===== src/rtl/activ4a_pkg.sv =====
// Shared constants, state naming and the elaboration-time transition rule for the activ4a sequence detector.
// Pure definitions, no latency; no flow control (no handshake exists in this slice).
package activ4a_pkg;

    localparam int MAX_LEN = 8;
    localparam int STATE_W = $clog2(MAX_LEN + 1);

    localparam int                   DEF_LEN     = 4;
    localparam logic [DEF_LEN-1:0]   DEF_PATTERN = 4'b1011;

    // State value is the matched-prefix count; SDET is whichever Sn equals LEN.
    typedef enum logic [STATE_W-1:0] {
        S0, S1, S2, S3, S4, S5, S6, S7, S8
    } state_t;

    // Longest suffix of (matched prefix, x) that is also a pattern prefix.
    // pattern is right-aligned: pattern[len-1] is the first bit received.
    function automatic int next_match(input logic [MAX_LEN-1:0] pattern,
                                      input int                 len,
                                      input int                 m,
                                      input logic               x,
                                      input logic               overlap);
        logic [MAX_LEN:0] seq;
        int               n;
        int               res;
        logic             ok;
        res = 0;
        seq = '0;
        n   = m + 1;
        if (m > len) begin
            res = 0;
        end else if (m == len && !overlap) begin
            res = (x == pattern[len-1]) ? 1 : 0;
        end else begin
            for (int i = 0; i < MAX_LEN; i++) begin
                if (i < m) seq[i] = pattern[len-1-i];
            end
            seq[m] = x;
            // Ascending k: the last hit is the longest valid suffix.
            for (int k = 1; k <= MAX_LEN; k++) begin
                if (k <= len && k <= n) begin
                    ok = 1'b1;
                    for (int j = 0; j < MAX_LEN; j++) begin
                        if (j < k && seq[n-k+j] != pattern[len-1-j]) ok = 1'b0;
                    end
                    if (ok) res = k;
                end
            end
        end
        return res;
    endfunction

endpackage


===== src/rtl/activ4a_fsm.sv =====
// Moore serial pattern detector: y pulses for one cycle after the last bit of PATTERN is sampled.
// Latency: y rises in the cycle following the edge that sampled the final bit; no backpressure, one bit per clock.
module activ4a_fsm
    import activ4a_pkg::*;
#(
    parameter int             LEN     = DEF_LEN,
    parameter logic [LEN-1:0] PATTERN = DEF_PATTERN,
    parameter bit             OVERLAP = 1'b1
) (
    input  logic clk,
    input  logic reset,
    input  logic x,
    output logic y
);

    localparam int                 SW      = $clog2(LEN + 1);
    localparam int                 NS      = 1 << SW;
    localparam logic [SW-1:0]      S_IDLE  = SW'(S0);
    localparam logic [SW-1:0]      SDET    = SW'(LEN);
    localparam logic [MAX_LEN-1:0] PAT_EXT = MAX_LEN'(PATTERN);

    logic [SW-1:0] state_q;
    logic [SW-1:0] state_d;

    // Constant table indexed by {state, x}; encodings above LEN map to S0.
    logic [SW-1:0] tbl [2*NS];

    for (genvar gi = 0; gi < 2*NS; gi++) begin : g_tbl
        localparam int NM = next_match(PAT_EXT, LEN, gi / 2, (gi % 2) == 1, OVERLAP);
        assign tbl[gi] = SW'(NM);
    end

    always_ff @(posedge clk or posedge reset) begin
        if (reset) state_q <= S_IDLE;
        else       state_q <= state_d;
    end

    always_comb begin
        state_d = S_IDLE;
        y       = 1'b0;
        state_d = tbl[{state_q, x}];
        y       = (state_q == SDET);
    end

endmodule


===== config.mk =====
export PLATFORM = sky130hd
export DESIGN_NAME = activ4a_fsm
export DESIGN_NICKNAME = d
export VERILOG_FILES = /design/src/rtl/activ4a_pkg.sv /design/src/rtl/activ4a_fsm.sv
export SDC_FILE = /design/constraint.sdc
export NUM_CORES = 1
export LEC_CHECK = 0
export BUFFER_PORTS_ARGS = -buffer_cell sky130_fd_sc_hd__buf_2
export CORE_AREA = 2 2 39 41
export DETAILED_ROUTE_END_ITERATION = 8
export DIE_AREA = 0 0 41 43
export SLEW_MARGIN = 20
export SYNTH_ARGS = -nofsm -noshare
export SYNTH_HDL_FRONTEND = slang
export SYNTH_SLANG_ARGS = --single-unit

===== constraint.sdc =====
create_clock -name clk -period 1.8 [get_ports clk]
set_input_delay 0.09 -clock clk [delete_from_list [all_inputs] [get_ports clk]]
set_output_delay 0.09 -clock clk [all_outputs]
set_load 0.005 [all_outputs]

======== Yosys cells after proc, flatten, opt, wreduce, memory -nomap -nowiden ========
Memories as Yosys holds them, arrays and structs flattened. A register that Yosys moved wholly into a read port is not among the register bits.
Cells that the tools add are included.
Widths: inputs -> output; s select.
word-level totals
  logic and storage cells ................. 3
  bits in registers ....................... 0
  bits in writable memories ............... 0
  memories ................................ 1
  bits in latches ......................... 0
  output and inout port bits .............. 1
  bits in read-only memories .............. 48
operators by class
  shift-type cells ........................ 0
  multiply operators ...................... 0
  bitwise operators ....................... 1
  mux-type cells .......................... 0
  divide/modulo/power cells ............... 0
  add/subtract/negate cells ............... 0
  order comparisons ....................... 0
  reduce and logical (&&, ||, !) cells .... 0
  equal/unequal tests ..................... 1
memory list
  name             words  width  read ports  clocked after memory_dff  wr ports  line               source
  (no name shown)  16     3      1           1                         0         activ4a_fsm.sv:41  state_d = tbl[{state_q, x}];
operator list
  cell                number
  $not 4->5           1
  $eq 3x3->1 const B  1

======== Logic depth before layout (Yosys ltp) ========
  depth in word-level cells ............... 1
  depth in mapped cells ................... 4

======== Worst setup path after synthesis ========
Ideal clock, no wire load.
  path kind ............................... register -> register
  from .................................... register state_q[0]
  to ...................................... register state_q[1]
  setup time .............................. 0.123 ns
  period minus slack after synthesis ...... 0.992 ns
  arrival time ............................ 0.870 ns
  buffers on the path ..................... 0
  required time ........................... 1.677 ns
  stages on the path, launching flop included .. 5
  path slack .............................. 0.808 ns
  cell sequence ........................... dfrtp_1 -> inv_1 -> ha_1 -> mux2i_1 -> o2bb2ai_1
on the way
  cells in the longest elaborated chain, start to end .. 1
ends and longest elaborated chain
  what                             line               source
  start, declared                  activ4a_fsm.sv:22  logic [SW-1:0] state_q;
  $not 4->5 (implied by the code)  activ4a_fsm.sv:41
Every way passes these cells.

======== Worst setup path in the final report ========
  from .................................... register state_q[1]
  to ...................................... output y
on the way
  cells in the longest elaborated chain, start to end .. 1
ends and longest elaborated chain
  what           line               source
  $eq 3x3->1     activ4a_fsm.sv:42  y = (state_q == SDET);
  end, declared  activ4a_fsm.sv:13  output logic y
Every way passes these cells.

==> flow_metrics.tcl <==
set metrics [dict create \
    fill_cells 151 \
    wl_per_cell_um 7.878 \
    grt_overflow 0 \
    synthTopCellsByCount "4 x ha_1, 3 x dfrtp_1, 3 x inv_1" \
    synth-edff-count 0 \
    vias 143 \
    yosysUniqueCellTypes 8 \
    antenna_left 0 \
    grt_first_pass_wirelength_um 538 \
    finalPower_uw 305.8 \
    largest_register_ffs 3 \
    cts_setup_buffers 0 \
    outcome "finished, final reports clean" \
    grt_max_degree 6 \
    gp_congestion 0.6686 \
    drt-pass1-iter-count 1 \
    reg2reg_depth 4 \
    cts_tree "built" \
    fin_ws_ns 0.7240 \
    r2r_start "state_q[0]" \
    syn_to_final_growth_pct 36.31 \
    cts_hold_buf 1 \
    antenna_cells 0 \
    cts_sinks 3 \
    netlist.area_leader.share_pct 38.22 \
    synth.area.top_cells "dfrtp_1 38%, ha_1 25%, mux2i_1 10%, o2bb2ai_1 8.9%, inv_1 5.7%" \
    synth_flop_cell "dfrtp_1" \
    rsz0062_at_grt "false" \
    clock-root-buffer "clkbuf_4" \
    path_clk_slew_ns 0.04 \
    clkLatencyLatePin_ns 0.23 \
    max_freq_mhz 929.3 \
    avgSynthCellArea_um2 11.56 \
    register_area_um2 75.07 \
    min_period_over_period_pct 59.78 \
    worst_ep_required_time_ns 1.71 \
    slew-limit-headroom_pct 87.35 \
    dieWidth_um 41 \
    maxCapViolCount 0 \
    multi_input_area_um2 110.1 \
    final_net_count 33 \
    largestRegisters "state_q x3" \
    hold_viol_final 0 \
    worstHoldPathCells 3 \
    ys_warn_count 0 \
    synthArstFlopShare_pct 100.0 \
    die_area_um2 1763 \
    hold_path_end "state_q[0]" \
    synthSimpleGateAreaFrac_pct 11.46 \
    die_y_um 43 \
    via_per_inst 3.488 \
    top_register "state_q" \
    drv_slew 0 \
    yosysMostFrequentCell "ha_1" \
    io_pins 4 \
    yosys.area_share.adder_pct 25.48 \
    power.leakage_uw 0.0001390 \
    synth_cells 17 \
    synth-compound-area-share_pct 8.917 \
    path_cells "nor3b_1 > buf_2" \
    cp_max_fo 5 \
    cts_htree_levels 1 \
    r2r_slack_ns 0.72 \
    synth_nets 24 \
    cp_data_arrival_time_ns 0.99 \
    synth_xor_xnor_area_share_pct 0 \
    drive_gt1_share_pct 24.00 \
    synth.yosys.seq_area_share_pct 38.22 \
    startpoint_type "flip-flop" \
    cts_made_buffers 3 \
    cts_resized 0 \
    powerDensity_nw_per_um2 1142 \
    slowest_delay_ns 0.43 \
    dp_slack_ns 0.7177 \
    worst_pin_slew_ns 0.1898 \
    placedCellCount 36 \
    antenna_found_initial 0 \
    setup_tns_ns 0 \
    cp-startpoint "state_q[1]" \
    coreArea_um2 1384 \
    hp-start "x" \
    min_path_type "in2reg" \
    finalClockSkew_ns 0.005468 \
    port_buffers 3 \
    start_util_pct 14.20 \
    synth_top_family_by_area "adder cells" \
    muxShareOfSynthArea_pct 10.19 \
    r2r-end "state_q[1]" \
    drt_first_iter_violations 0 \
    ys_seq_elements 3 \
    track_usage_pct 4.819 \
    critical_path_class "reg2out" \
    clock_path_buffers 2 \
    peakVddDrop_uv 261.5 \
    syn-cell-area_um2 196.4 \
    post-route-min-period_ns 1.076 \
    wl_um 323 \
    grt_pass1_vias 146 \
    end_kind "primary output" \
    rows 14 \
    cp_slowest_cell "dfrtp_1" \
    stdcell_count 41 \
    synth_area_leader_cell "dfrtp_1" \
    finalSetupViolCount 0 \
    post-route-drc-count 0 \
]
==> placed cells by master, fill, tap and decap left out <==
| cell type | n |
|---|---|
| ha_1 | 4 |
| inv_1 | 3 |
| clkbuf_4 | 3 |
| buf_2 | 3 |
| dfrtp_1 | 3 |
| mux2i_1 | 2 |
| o2bb2ai_1 | 2 |
| nor2b_1 | 1 |
| and3b_1 | 1 |
| nor3b_1 | 1 |
| clkbuf_1 | 1 |
| dlygate4sd3_1 | 1 |
==> area by class of cell <==
cell class / instances / share of cell area (%)
inverters: 3 / 4.206
well taps: 16 / 7.477
multi-input cells: 11 / 41.12
repair buffers: 4 / 9.346
flip-flops and latches: 3 / 28.04
clock buffers: 4 / 9.813
==> power breakdown <==
part           leakage [uW]  internal [uW]  switching, uW
Combinational     0.0000855           40.0           29.9
Clock             0.0000150           83.0           33.7
Sequential        0.0000385           89.7           29.6
Total              0.000139            213           93.2
==> metrics by stage <==
step	hold WS, ns	cell area (um^2)	utilization [%]
2_1_floorplan	-0.1564	196.4	-
3_3_place_gp	-0.03940	231.5	16.73
3_5_place_dp	-0.03836	231.5	16.73
4_1_cts	0.2364	267.8	19.35
5_1_grt	0.2390	267.8	19.35
6_report	0.2403	267.8	19.35
==> cells by family (layout without fill, tap and decap cells) <==
| family | Yosys count | in the layout |
|---|---|---|
| adder cells (fa/ha/maj) | 4 | 4 |
| flip-flops | 3 | 3 |
| AND/OR/NAND/NOR | 3 | 3 |
| buffers and inverters | 3 | 11 |
| AO/OA/AOI/OAI | 2 | 2 |
| multiplexers | 2 | 2 |
==> metal layers <==
| layer | vias up | track usage [%] | part of all wire [%] | wire [um] |
|---|---|---|---|---|
| met3 | 0 | 1.571 | 3.7 | 12 |
| li1 | 73 | - | - | - |
| met4 | 0 | 6.000 | 0 | 0 |
| met1 | 67 | 6.109 | 51 | 164 |
| met5 | - | 0 | 0 | 0 |
| met2 | 3 | 5.313 | 45 | 145 |
==> how the worst max path moves through the flow <==
stage                 end  slack [ns]  cells after the start
4_1_cts        state_q[1]        0.71                      4
3_5_place_dp   state_q[1]        0.72                      4
3_3_place_gp   state_q[1]        0.72                      4
5_1_grt        state_q[1]        0.62                      4
2_1_floorplan  state_q[1]        0.81                      4
6_report                y        0.72                      2
==> critical path, delay by kind of cell (launching register included) <==
family                 cells  cell delay [ns]
and+or+nand+nor            1             0.19
buffers and inverters      1             0.14
DFF                        1             0.43
Note: power is estimated with default switching activity, not from simulation.
